<file path="config.mk">
export PLATFORM = sky130hd
export DESIGN_NAME = regfile_write_arbiter
export DESIGN_NICKNAME = d
export VERILOG_FILES = /design/src/rtl/regfile_write_arbiter.sv
export SDC_FILE = /design/constraint.sdc
export NUM_CORES = 1
export LEC_CHECK = 0
export BUFFER_PORTS_ARGS = -buffer_cell sky130_fd_sc_hd__buf_2
export CAP_MARGIN = 20
export CORE_AREA = 8 8 148 150
export DETAILED_ROUTE_END_ITERATION = 7
export DIE_AREA = 0 0 156 158
export PLACE_DENSITY = 0.66
export SYNTH_ARGS = -nofsm -noshare
export SYNTH_HDL_FRONTEND = slang
export SYNTH_SLANG_ARGS = --single-unit
</file>
<file path="constraint.sdc">
create_clock -name clk -period 3.4 [get_ports clk]
set_input_delay 0.68 -clock clk [delete_from_list [all_inputs] [get_ports clk]]
set_output_delay 0.68 -clock clk [all_outputs]
set_load 0.01 [all_outputs]
</file>
<file path="src/rtl/regfile_write_arbiter.sv">
// rtl/regfile_write_arbiter.sv - round-robin arbiter for the shared register-file write port
// Writes to ZERO (36) or any index above it are consumed and counted, never forwarded.
module regfile_write_arbiter #(
   parameter int NUM_REQ = 4,
   parameter int DATA_W  = 64,
   parameter int IDX_W   = 8,
   parameter int CNT_W   = 16
) (
   input  logic                      clk,
   input  logic                      rst_n,
   input  logic [NUM_REQ-1:0]        req_valid,
   input  logic [NUM_REQ*IDX_W-1:0]  req_idx,
   input  logic [NUM_REQ*DATA_W-1:0] req_data,
   output logic [NUM_REQ-1:0]        req_ready,
   output logic                      wr_en,
   output logic [IDX_W-1:0]          wr_idx,
   output logic [DATA_W-1:0]         wr_data,
   input  logic                      wr_ready,
   output logic                      err_bad_idx,
   output logic [2:0]                err_src,
   output logic [CNT_W-1:0]          drop_count
);

   localparam logic [IDX_W-1:0] IDX_LAST_REAL = IDX_W'(35);
   localparam logic [IDX_W-1:0] IDX_ZERO      = IDX_W'(36);

   logic [2:0]        r_ptr;
   logic              r_wr_en;
   logic [IDX_W-1:0]  r_wr_idx;
   logic [DATA_W-1:0] r_wr_data;
   logic              r_err;
   logic [2:0]        r_err_src;
   logic [CNT_W-1:0]  r_drop;

   logic                      w_free;
   logic                      w_gnt_any;
   logic [2:0]                w_gnt;
   logic [IDX_W-1:0]          w_sel_idx;
   logic [DATA_W-1:0]         w_sel_data;
   logic [NUM_REQ-1:0]        w_valid_sh;
   logic [NUM_REQ*IDX_W-1:0]  w_idx_sh;
   logic [NUM_REQ*DATA_W-1:0] w_data_sh;

   assign w_free = !r_wr_en || wr_ready;

   // Search upward from the pointer with wrap; the first valid requester wins.
   always_comb begin
      int j;
      j          = 0;
      w_gnt_any  = 1'b0;
      w_gnt      = 3'd0;
      w_valid_sh = '0;
      for (int k = 0; k < NUM_REQ; k++) begin
         j = int'(r_ptr) + k;
         if (j >= NUM_REQ) begin
            j = j - NUM_REQ;
         end
         w_valid_sh = req_valid >> j;
         if (!w_gnt_any && w_valid_sh[0]) begin
            w_gnt_any = 1'b1;
            w_gnt     = 3'(j);
         end
      end
   end

   always_comb begin
      w_idx_sh   = req_idx >> (int'(w_gnt) * IDX_W);
      w_data_sh  = req_data >> (int'(w_gnt) * DATA_W);
      w_sel_idx  = w_idx_sh[IDX_W-1:0];
      w_sel_data = w_data_sh[DATA_W-1:0];
   end

   always_comb begin
      req_ready = '0;
      if (w_free && w_gnt_any) begin
         req_ready = NUM_REQ'(1) << w_gnt;
      end
   end

   always_ff @(posedge clk or negedge rst_n) begin
      if (!rst_n) begin
         r_ptr     <= 3'd0;
         r_wr_en   <= 1'b0;
         r_wr_idx  <= '0;
         r_wr_data <= '0;
         r_err     <= 1'b0;
         r_err_src <= 3'd0;
         r_drop    <= '0;
      end else begin
         r_err <= 1'b0;
         if (w_free && w_gnt_any) begin
            r_ptr <= (int'(w_gnt) == NUM_REQ - 1) ? 3'd0 : w_gnt + 3'd1;
            if (w_sel_idx <= IDX_LAST_REAL) begin
               r_wr_en   <= 1'b1;
               r_wr_idx  <= w_sel_idx;
               r_wr_data <= w_sel_data;
            end else begin
               r_wr_en <= 1'b0;
               if (r_drop != '1) begin
                  r_drop <= r_drop + 1'b1;
               end
               if (w_sel_idx != IDX_ZERO) begin
                  r_err     <= 1'b1;
                  r_err_src <= w_gnt;
               end
            end
         end else if (wr_ready) begin
            r_wr_en <= 1'b0;
         end
      end
   end

   assign wr_en       = r_wr_en;
   assign wr_idx      = r_wr_idx;
   assign wr_data     = r_wr_data;
   assign err_bad_idx = r_err;
   assign err_src     = r_err_src;
   assign drop_count  = r_drop;

endmodule

</file>
==> flow_summary.json <==
{
  "outcome": "finished clean",
  "postRouteAntennaNets": 0,
  "cts_tree": "done",
  "yosysSeqAreaShare": 0.375,
  "initial_core_util": 0.325,
  "drive_gt1_frac": 0.354,
  "synth_nets": 1226,
  "htreeDepth": 3,
  "grt_max_degree": 80,
  "totalWireLength_um": 24900,
  "drc": 0,
  "min_path_type": "input port to asynchronous set/reset pin",
  "rows": 52,
  "drv_slew": 0,
  "wl_met1_um": 9810,
  "firstDrtPassIters": 7,
  "fin_nets": 1591,
  "finClkSkew_ns": 0.00865,
  "required_ns": 2.72,
  "fill_cells": 2102,
  "met3_wirelength_um": 2370,
  "power_w": 0.00984,
  "crit_fanout": 10,
  "cts_num_sinks": 96,
  "finalCritPeriodShare": 0.950,
  "cts_buffer_depth": 2,
  "port_buffers": 391,
  "syn_area_sq_mm": 0.00640,
  "grt_pass1_wl_um": 37000,
  "avgRoutedWirePerCell_um": 15.9,
  "dp.final_hpwl_um": 19800,
  "numCtsBuffers": 9,
  "placedCellCount": 1542,
  "clk_latency_ns": 0.34,
  "placed_area_sq_mm": 0.00864,
  "setup_viol": 0,
  "ys_async_sr_fraction": 1.00,
  "grt-ovfl-total": 0,
  "diodes": 0,
  "path_clk_slew_ns": 0.07,
  "vias": 7459,
  "hold_slack_ns": 0.296,
  "maxClockFrequency_ghz": 0.310,
  "highest-signal-layer": "met5",
  "worstMarginPinSlew_ns": 0.645,
  "die_area_sq_mm": 0.0246,
  "cts_root_buffer": "clkbuf_16",
  "critPathArrivalTime_ns": 2.55,
  "max_cap_violations": 0,
  "viasPerCell": 4.77,
  "powerDensity_mw_per_mm2": 1090,
  "multi_input_area_sq_mm": 0.00369,
  "syn_to_final_growth_pct": 41.1,
  "regArea_sq_mm": 0.00240,
  "synth_cell_types": 52,
  "fp.dieH_um": 158,
  "final_area_sq_mm": 0.00904,
  "vdd_ir_drop_max_mv": 0.855,
  "yosysWarnings": 0,
  "met2_length_um": 12200,
  "core_sq_mm": 0.0197,
  "dp_slack_ns": -0.0108,
  "period_minus_slack_ns": 3.23,
  "critPathLaunchType": "flip-flop",
  "synth_edf_count": 0,
  "ys_ff_latch": 96,
  "grt_util_all_layers": 0.189,
  "final_hold_viol_count": 0,
  "antenna_found_initial": 2,
  "slew_headroom": 0.570,
  "fin_cells": 1564,
  "syn-mean-instance-area_sq_um": 6.93,
  "die_w_um": 156,
  "leakagePower_nw": 4.82,
  "cp-end-kind": "output port",
  "first_global_vias": 6999,
  "gp_congestion": 0.934,
  "rsz0062_at_grt": "no",
  "worst_slack_ns": 0.170,
  "io_pins": 392,
  "syn_inst": 924,
  "synth_ff_type": "dfrtp_1",
  "critPathKind": "flip-flop to output port",
  "drt-initial-drc-count": 448
}
sequential cells by signal, indices dropped and copies added, names as in the netlist:
| signal | count |
|---|---|
| r_ptr | 3 |
| wr_idx | 8 |
| drop_count | 16 |
| err_bad_idx | 1 |
| wr_en | 1 |
| err_src | 3 |
| wr_data | 64 |
timing repair:
item / CTS / global route
pin swaps: 1 / 0
resized for setup: 2 / 5
endpoints found under the hold margin: 0 / 0
hold buffers: 0 / 0
endpoints found under the setup margin: 4 / 30
setup buffers: 2 / 3
placed cells by master, fill, tap and decap left out, types with 3 or more instances in the layout:
cell / count
mux2i_1: 8
o21ai_0: 137
inv_1: 10
dfrtp_1: 96
nand3_1: 70
and3_1: 9
xor2_1: 6
nand3b_1: 3
mux2_2: 6
nor2b_1: 4
nor2_1: 205
ha_1: 6
a21oi_1: 4
nand4_1: 5
and2_1: 8
nor3_1: 5
clkbuf_16: 9
xnor2_1: 10
nand2_1: 211
buf_12: 4
or3_1: 3
nor3b_1: 4
o211ai_1: 6
buf_4: 24
buf_2: 390
synthesized netlist by cell type, types with 4 or more instances:
library cell | number | area [sq um]
nand3_1 | 70 | 350
nor2_1 | 205 | 769
nor3_1 | 5 | 25.0
nor3b_1 | 4 | 30.0
nand4_1 | 5 | 31.3
ha_1 | 7 | 87.6
o211ai_1 | 6 | 45.0
xor2_1 | 6 | 52.6
nand2_1 | 211 | 792
a21oi_1 | 4 | 20.0
o21ai_0 | 137 | 686
buf_2 | 16 | 80.1
xnor2_1 | 10 | 87.6
and3_1 | 9 | 56.3
buf_6 | 5 | 56.3
mux2_2 | 7 | 78.8
clkbuf_1 | 39 | 146
dfrtp_1 | 96 | 2400
buf_1 | 6 | 22.5
and2_1 | 8 | 50.1
inv_1 | 10 | 37.5
mux2i_1 | 9 | 90.1
nor2b_1 | 4 | 25.0
power by group:
| group | internal, W | total [W] | switching (W) |
|---|---|---|---|
| logic | 0.00254 | 0.00688 | 0.00434 |
| clock network | 0.000573 | 0.00102 | 0.000442 |
| registers | 0.00168 | 0.00195 | 0.000270 |
| total | 0.00479 | 0.00984 | 0.00506 |
layout make-up:
class                           count  share of cell area
Clock inverter                      6             0.00748
Multi-Input combinational cell    749               0.409
Sequential cell                    96               0.266
Tap cell                          270              0.0374
Timing Repair Buffer              420               0.249
Clock buffer                       10              0.0253
Inverter                           13             0.00595
per-stage QoR:
stage	utilization	TNS, ns
2_1_floorplan	-	0
3_3_place_gp	0.438	0
3_5_place_dp	0.438	-0.0155
4_1_cts	0.454	0
5_1_grt	0.458	0
6_report	0.458	0
cells by family after synthesis:
family / share of synthesized area
flops: 0.375
mux: 0.0281
compound gates: 0.158
xor+xnor: 0.0219
buf+inv: 0.0553
fa+ha+maj: 0.0137
simple gates: 0.348
metal layers:
metal	vias up	track usage
met2	302	0.320
met3	34	0.0612
met4	4	0.0568
met5	-	0
met1	3344	0.223
li1	3775	-
path summary, 6_finish.rpt:
check                             from            to  slack (ns)  cells past startpoint
setup / recovery              r_ptr[0]  req_ready[0]        0.17                     10
hold reg to reg            wr_data[15]   wr_data[15]        0.48                      2
hold / removal                   rst_n   wr_data[51]        0.30                      1
setup reg to reg              r_ptr[0]    err_src[0]        0.21                     11
min in group clk           wr_data[15]   wr_data[15]        0.48                      2
max in group asynchronous        rst_n    wr_data[2]        2.20                      3
critical path, cell delays in order (launching register included):
cell     delay (ns)
dfrtp_1        0.37
inv_2          0.07
ha_4           0.32
mux2_2         0.34
nand3_1        0.07
nand3_1        0.09
mux2_4         0.33
inv_4          0.12
ha_1           0.16
and2_1         0.17
buf_2          0.15
Note: power is estimated with default switching activity, not from simulation.
